**src/rtl/hazard_forwarding_unit.sv**
```systemverilog
// Decode-stage hazard controller: tracks rd/we/load of the EX, MEM and WB instructions,
// raises load-use stalls, selects ID operand forwarding and counts stalls/flushes.
module hazard_forwarding_unit #(
  parameter int CNT_W = 16
) (
  input  logic             clk,
  input  logic             reset,
  input  logic [4:0]       id_rs1,
  input  logic [4:0]       id_rs2,
  input  logic [4:0]       id_rd,
  input  logic             id_uses_rs1,
  input  logic             id_uses_rs2,
  input  logic             id_rf_enable,
  input  logic             id_load_instr,
  input  logic             flush,
  output logic             cu_mux_sel,
  output logic             pc_load_en,
  output logic             if_id_load_en,
  output logic [1:0]       fwd_sel_a,
  output logic [1:0]       fwd_sel_b,
  output logic [CNT_W-1:0] stall_count,
  output logic [CNT_W-1:0] flush_count
);

  logic [4:0] ex_rd, mem_rd, wb_rd;
  logic       ex_we, ex_ld, mem_we, wb_we;
  logic       stall, bubble;

  function automatic logic hit(input logic we, input logic [4:0] rd,
                               input logic [4:0] rs, input logic uses);
    return we && (rd == rs) && (rs != 5'd0) && uses;
  endfunction

  // Youngest producer wins: EX, then MEM, then WB, else the register file.
  function automatic logic [1:0] fwd_select(input logic [4:0] rs, input logic uses,
                                            input logic [4:0] e_rd, input logic e_we,
                                            input logic [4:0] m_rd, input logic m_we,
                                            input logic [4:0] w_rd, input logic w_we);
    if (hit(e_we, e_rd, rs, uses))      return 2'b01;
    else if (hit(m_we, m_rd, rs, uses)) return 2'b10;
    else if (hit(w_we, w_rd, rs, uses)) return 2'b11;
    else                                return 2'b00;
  endfunction

  always_comb begin
    stall         = 1'b0;
    cu_mux_sel    = 1'b1;
    pc_load_en    = 1'b0;
    if_id_load_en = 1'b0;
    fwd_sel_a     = 2'b00;
    fwd_sel_b     = 2'b00;
    if (!reset) begin
      stall = ex_ld && !flush &&
              (hit(ex_we, ex_rd, id_rs1, id_uses_rs1) ||
               hit(ex_we, ex_rd, id_rs2, id_uses_rs2));
      cu_mux_sel    = stall || flush;
      pc_load_en    = !stall;
      if_id_load_en = !stall;
      fwd_sel_a = fwd_select(id_rs1, id_uses_rs1, ex_rd, ex_we, mem_rd, mem_we, wb_rd, wb_we);
      fwd_sel_b = fwd_select(id_rs2, id_uses_rs2, ex_rd, ex_we, mem_rd, mem_we, wb_rd, wb_we);
    end
    bubble = stall || flush;
  end

  always_ff @(posedge clk) begin
    if (reset) begin
      ex_rd  <= 5'd0;
      ex_we  <= 1'b0;
      ex_ld  <= 1'b0;
      mem_rd <= 5'd0;
      mem_we <= 1'b0;
      wb_rd  <= 5'd0;
      wb_we  <= 1'b0;
    end else begin
      wb_rd  <= mem_rd;
      wb_we  <= mem_we;
      mem_rd <= ex_rd;
      mem_we <= ex_we;
      if (bubble) begin
        ex_rd <= 5'd0;
        ex_we <= 1'b0;
        ex_ld <= 1'b0;
      end else begin
        ex_rd <= id_rd;
        ex_we <= id_rf_enable;
        ex_ld <= id_load_instr;
      end
    end
  end

  // Counters stick at all-ones instead of wrapping.
  always_ff @(posedge clk) begin
    if (reset) begin
      stall_count <= '0;
      flush_count <= '0;
    end else begin
      if (stall && (stall_count != '1)) stall_count <= stall_count + CNT_W'(1);
      if (flush && (flush_count != '1)) flush_count <= flush_count + CNT_W'(1);
    end
  end

endmodule
```
**config.mk**
```make
export PLATFORM = sky130hd
export DESIGN_NAME = hazard_forwarding_unit
export DESIGN_NICKNAME = d
export VERILOG_FILES = /design/src/rtl/hazard_forwarding_unit.sv
export SDC_FILE = /design/constraint.sdc
export NUM_CORES = 1
export LEC_CHECK = 0
export BUFFER_PORTS_ARGS = -buffer_cell sky130_fd_sc_hd__buf_4
export CORE_ASPECT_RATIO = 1.1
export CORE_MARGIN = 1
export CORE_UTILIZATION = 45
export DETAILED_ROUTE_END_ITERATION = 10
export GPL_TIMING_DRIVEN = 0
export MAX_ROUTING_LAYER = met4
export PLACE_DENSITY = 0.69
export SLEW_MARGIN = 15
export SYNTH_ARGS = -nofsm -noshare
export SYNTH_HDL_FRONTEND = slang
export SYNTH_SLANG_ARGS = --single-unit
```
**constraint.sdc**
```tcl
create_clock -name clk -period 2.2 [get_ports clk]
set_clock_uncertainty 0.05 [all_clocks]
set_input_delay 0.33 -clock clk [delete_from_list [all_inputs] [get_ports clk]]
set_output_delay 0.33 -clock clk [all_outputs]
set_load 0.03 [all_outputs]
```
After elaboration in Yosys (flattened, before gate mapping):

Cells that the tools add are included.

* output and inout bits: 39
* latch bits: 0
* memory bits (read-only): 0
* memories kept: 0
* bits in writable memories: 0
* input port bits: 22
* logic and storage cells: 60
* flip-flop bits (word level): 51

* order comparisons: 0
* reductions and logical operators: 30
* shift-type cells: 0
* $add $sub $neg: 2
* multiplexer cells: 11
* bitwise logic cells: 0
* $mul: 0
* equal/unequal tests: 8
* divide/modulo/power cells: 0

Operator list (number)
* 16-bit by 1-bit adder with 16-bit output (second input constant): 2
* 16-bit inequality test (second input constant): 2
* 5-bit == test: 6
* 1-bit logical AND: 22
* 2-bit 2-to-1 mux: 8
* 5-bit nonzero test: 2
* 1-bit logical OR: 3
* 1-bit 2-to-1 mux: 3
* 1-bit zero test: 2
* 2-bit OR reduction: 1

Logic depth before layout (Yosys ltp):

* depth in word-level cells: 9
* gate-level depth with buffers: 9
* gate-level depth less buffers: 7

Worst setup path before layout:

No wires, ideal clock.

* kind: input-to-output
* from: input port id_rs2[0]
* to: output port pc_load_en
* slack: -0.409 ns
* buffers on the path: 1
* arrival: 2.229 ns
* data required time: 1.820 ns
* cell stages on the path: 6
* cell sequence: or4_1 -> o21ai_2 -> nor3_2 -> or2_4 -> a21oi_1 -> buf_4

* cells in the longest elaborated chain, start to end: 8
* elaborated cells between the ends (all ways): 9
* those cells by class: eq/ne (1); mux (1); reduce/logical (7)

RTL lines
* start, declared: RTL line 9 `input logic [4:0] id_rs2,`
* 5-bit == test: RTL line 31 `return we && (rd == rs) && (rs != 5'd0) && uses;`
* 1-bit logical AND: RTL line 31
* 1-bit logical AND (*) (2 in a row): RTL line 31
* 1-bit logical OR (*): RTL line 54 `(hit(ex_we, ex_rd, id_rs1, id_uses_rs1) ||`
* 1-bit logical AND (*): RTL line 53 `stall = ex_ld && !flush &&`
* 1-bit zero test (*)
* 1-bit 2-to-1 mux (*)
* end, declared: RTL line 17 `output logic pc_load_en,`

Every way passes the cells marked *; elsewhere a longest branch is shown, timed or not.

Final worst setup path:

* from: input port id_rs1[2]
* to: output port cu_mux_sel

* cells in the longest elaborated chain, start to end: 8
* elaborated cells between the ends (all ways): 9
* those cells by class: eq/ne (1); mux (1); reduce/logical (7)

RTL lines
* start, declared: RTL line 8 `input logic [4:0] id_rs1,`
* 5-bit == test: RTL line 31
* 1-bit logical AND: RTL line 31
* 1-bit logical AND (*) (2 in a row): RTL line 31
* 1-bit logical OR (*): RTL line 54
* 1-bit logical AND (*): RTL line 53
* 1-bit logical OR (*): RTL line 56 `cu_mux_sel = stall || flush;`
* 1-bit 2-to-1 mux (*): RTL line 52 `if (!reset) begin`
* end, declared: RTL line 16 `output logic cu_mux_sel,`

Marked as above.

==> metrics <==
Yosys top cell area share=between 40% and 50%; crit-path max FO=4; syn avg cell area=8.91 µm²; leading area contributor after synthesis=dfxtp_1; final WL=just under 6 mm; reg2reg path depth=8; worst vdd ir=382 µV; first-pass GRT wire length=between 9 and 10 mm; placed cell count=415; hold slack final=0.166 ns; fillers=approximately 490; initial core utilization=between 40% and 50%; GRT overflow=0; ranking of synthesized cells by area=dfxtp_1 41%, xnor2_1 9.1%, xor2_1 6.3%; GRT Util Overall=between 20% and 30%; leakage dissipation=roughly 0.0013 µW; CTS tree=done; final worst-path setup slack=-0.133 ns; Clock power frac=a little under a third; Worst-path clk slew=around 0.090 ns; CP peak stage delay=0.54 ns; wire length per cell=13.5 µm; CTS Buffer Depth=2; die area=0.00585 mm²; most frequent cells in the layout=68 x buf_4, 47 x dfxtp_1, 26 x xnor2_1; Hold Crit Endpoint=ex_rd[4]$_SDFF_PP0_; fin area=approximately 0.0035 mm²; CP Cell Sequence=buf_8 > or4_4 > o21ai_4 > nor3_4 > or2_4 > a211oi_4 > inv_2 > buf_6; hold buffers post-CTS=0; layout cells sized above 1=about a third; RSZ-0062 raised after global routing=true; CTS buffer count=5; Detailed Route Iter0 Violations=110; mapped cell area=around 0.0025 mm²; worst slew pin tran=around 0.58 ns; failing checks=negative setup slack; final setup vio count=6; pin count of the biggest net entering global routing=16; Critical Path Slowest Stage Cell=or4_4; Flop pwr share=between 50% and 60%; Port Buf Inserts=60; crit path time final=approximately 2.3 ns; Psw=426 µW; critical path class=in2out; Post-Synthesis Cells=280; internal power=1270 µW; Vias/cell=between 5 and 6; final hold vios=0; max_cap viols=0; Buf+Inv Stages, Crit Path=3; Clock Latency Late Sink=0.31 ns; CTS root buf=clkbuf_8; Fmax=429 MHz; Residual DRC=0; crit path capture type=output pin; Synth warnings=0; final non-filler cell total=around 440; vias in the first global route=2172; Post-Syn Nets=between 300 and 400; synthesized flop and latch total=51; worst hold stages=2; R2R Setup Slk=between 0.1 and 0.15 ns; Hold Crit Class=in2reg; startpoint types=input pin; Initial DRT Pass Iterations=4; worst hold path startpoint=id_rd[4]; nets@finish=389; P per Cell Area=approximately 500 mW/mm²; commonest non-fill, non-tap cell in the layout=buf_4; post-synthesis sequential area ratio=40.9%; post-route clock period utilization=106%; gp weighted congestion=approximately 0.8; Clock Sinks=~50; Sw Ratio=approximately 25%; Slew Limit Fails=0; P&R area growth vs syn=38.3%; Die Span Y=about 80 µm; Die Wd=around 73 µm; FF-to-FF End=stall_count[10]$_SDFFE_PP0P_; antenna violations before repair=0; Critical Path AT=just under 2 ns; total vias in the final route=roughly 2300; H-tree Lvls=2; Worst EP required=roughly 1.8 ns; DRT antenna net count=0; family with the most delay on the worst path=simple AND/OR/NAND/NOR gates; overall power=1690 µW; post-synth cell types=41; Site Rows=28; GR Util met1=between 20 and 30%; HPWL after DPL=4.25 mm; RR Startpoint=stall_count[0]$_SDFFE_PP0P_; met2 Use GR=between 30% and 40%; GR peak layer=met2; met3 GRT Util=4.64%; dpl cell area=slightly above 0.003 mm²; combinational power share=~12%; outcome=finished, violations left; boundary pin count=61; max_slew headroom=about three fifths; CORE AREA=~0.0054 mm²; n_diodes=0
cells by family (layout without fill, tap and decap cells):
logic type      count (synthesis)  count (layout)  share of synthesized area (%)
simple gates                  123             123                           27.0
flops                          51              51                           40.9
xor+xnor                       44              44                           15.4
compound gates                 43              43                           12.0
buf+inv                        15             101                           2.86
fa+ha+maj                       2               2                           1.00
mux                             2               2                          0.802
final cells by class:
| class | count | area, µm² | area share [%] |
|---|---|---|---|
| inverter | 6 | 22.5 | 0.653 |
| multi-input combinational | 214 | 1530 | 44.3 |
| sequential | 51 | 1030 | 29.8 |
| timing repair buffer | 78 | 634 | 18.4 |
| clock inverter | 2 | 12.5 | 0.363 |
| clock buffer | 6 | 72.6 | 2.10 |
| tap | 75 | 93.8 | 2.72 |
| buffer | 9 | 56.3 | 1.63 |
cell usage after synthesis (all sizes together):
library cell and n:
nor3b 3, and4 2, and3 5, o21ba 3, or4 5, ha 2, buf 4, and2 9
a211oi 2, o21ai 12, clkbuf 5, nand4 13, nand3 13, mux2i 2, a311oi 3, nor3 6
nor2 27, xnor2 26, o31ai 2, o31a 1, a41oi 1, or3 7, nand2 13, a31oi 2
xor2 18, o2111ai 1, dfxtp 51, o211ai 1, nor4 4, a21oi 12, or2 2, inv 6
o21a 3, nor2b 14
worst max path at each step:
stage                     cells after the start         end  slack [ns]      start
after floorplan                               6  pc_load_en       -0.04  id_rs1[0]
after global placement                        8  cu_mux_sel       -0.36  id_rs2[0]
after detailed placement                      8  cu_mux_sel       -0.36  id_rs2[0]
after CTS                                     8  cu_mux_sel       -0.18  id_rs2[4]
after global routing                          8  cu_mux_sel       -0.17  id_rs1[2]
final                                         8  cu_mux_sel       -0.13  id_rs1[2]
power groups by stage:
stage / Sequential [µW] / Combinational (µW) / Clock, µW
finish: 955 / 206 / 532
global route: 958 / 222 / 581
CTS: 952 / 189 / 551
detailed placement: 974 / 173 / 0
global placement: 973 / 169 / 0
floorplan: 978 / 89.7 / 0
repair_timing:
action / 4_1_cts / 5_1_grt
resized for setup: 12 / 20
endpoints found under the setup margin: 16 / 27
pin swaps: 10 / 12
buffers inserted: 9 / 9
layer usage:
metal	share of wire [%]	vias up
met5	0	-
met4	1.4	0
met3	4.3	8
met2	48	55
met1	46	1054
li1	-	1148
state kept, by name (all words and copies together) (netlist names):
register     cells
wb_we            1
ex_ld            1
ex_we            1
flush_count     16
wb_rd            5
ex_rd            5
mem_rd           5
stall_count     16
mem_we           1
metrics by stage:
step                worst slack, ns  setup TNS [ns]  utilization, %
floorplan                   -0.0380         -0.0380               -
global placement             -0.360           -1.87            58.0
detailed placement           -0.364           -2.06            58.0
CTS                          -0.181          -0.421            61.8
global route                 -0.168          -0.807            64.4
finish                       -0.133          -0.464            64.4
(Power assumes the default switching activity.)
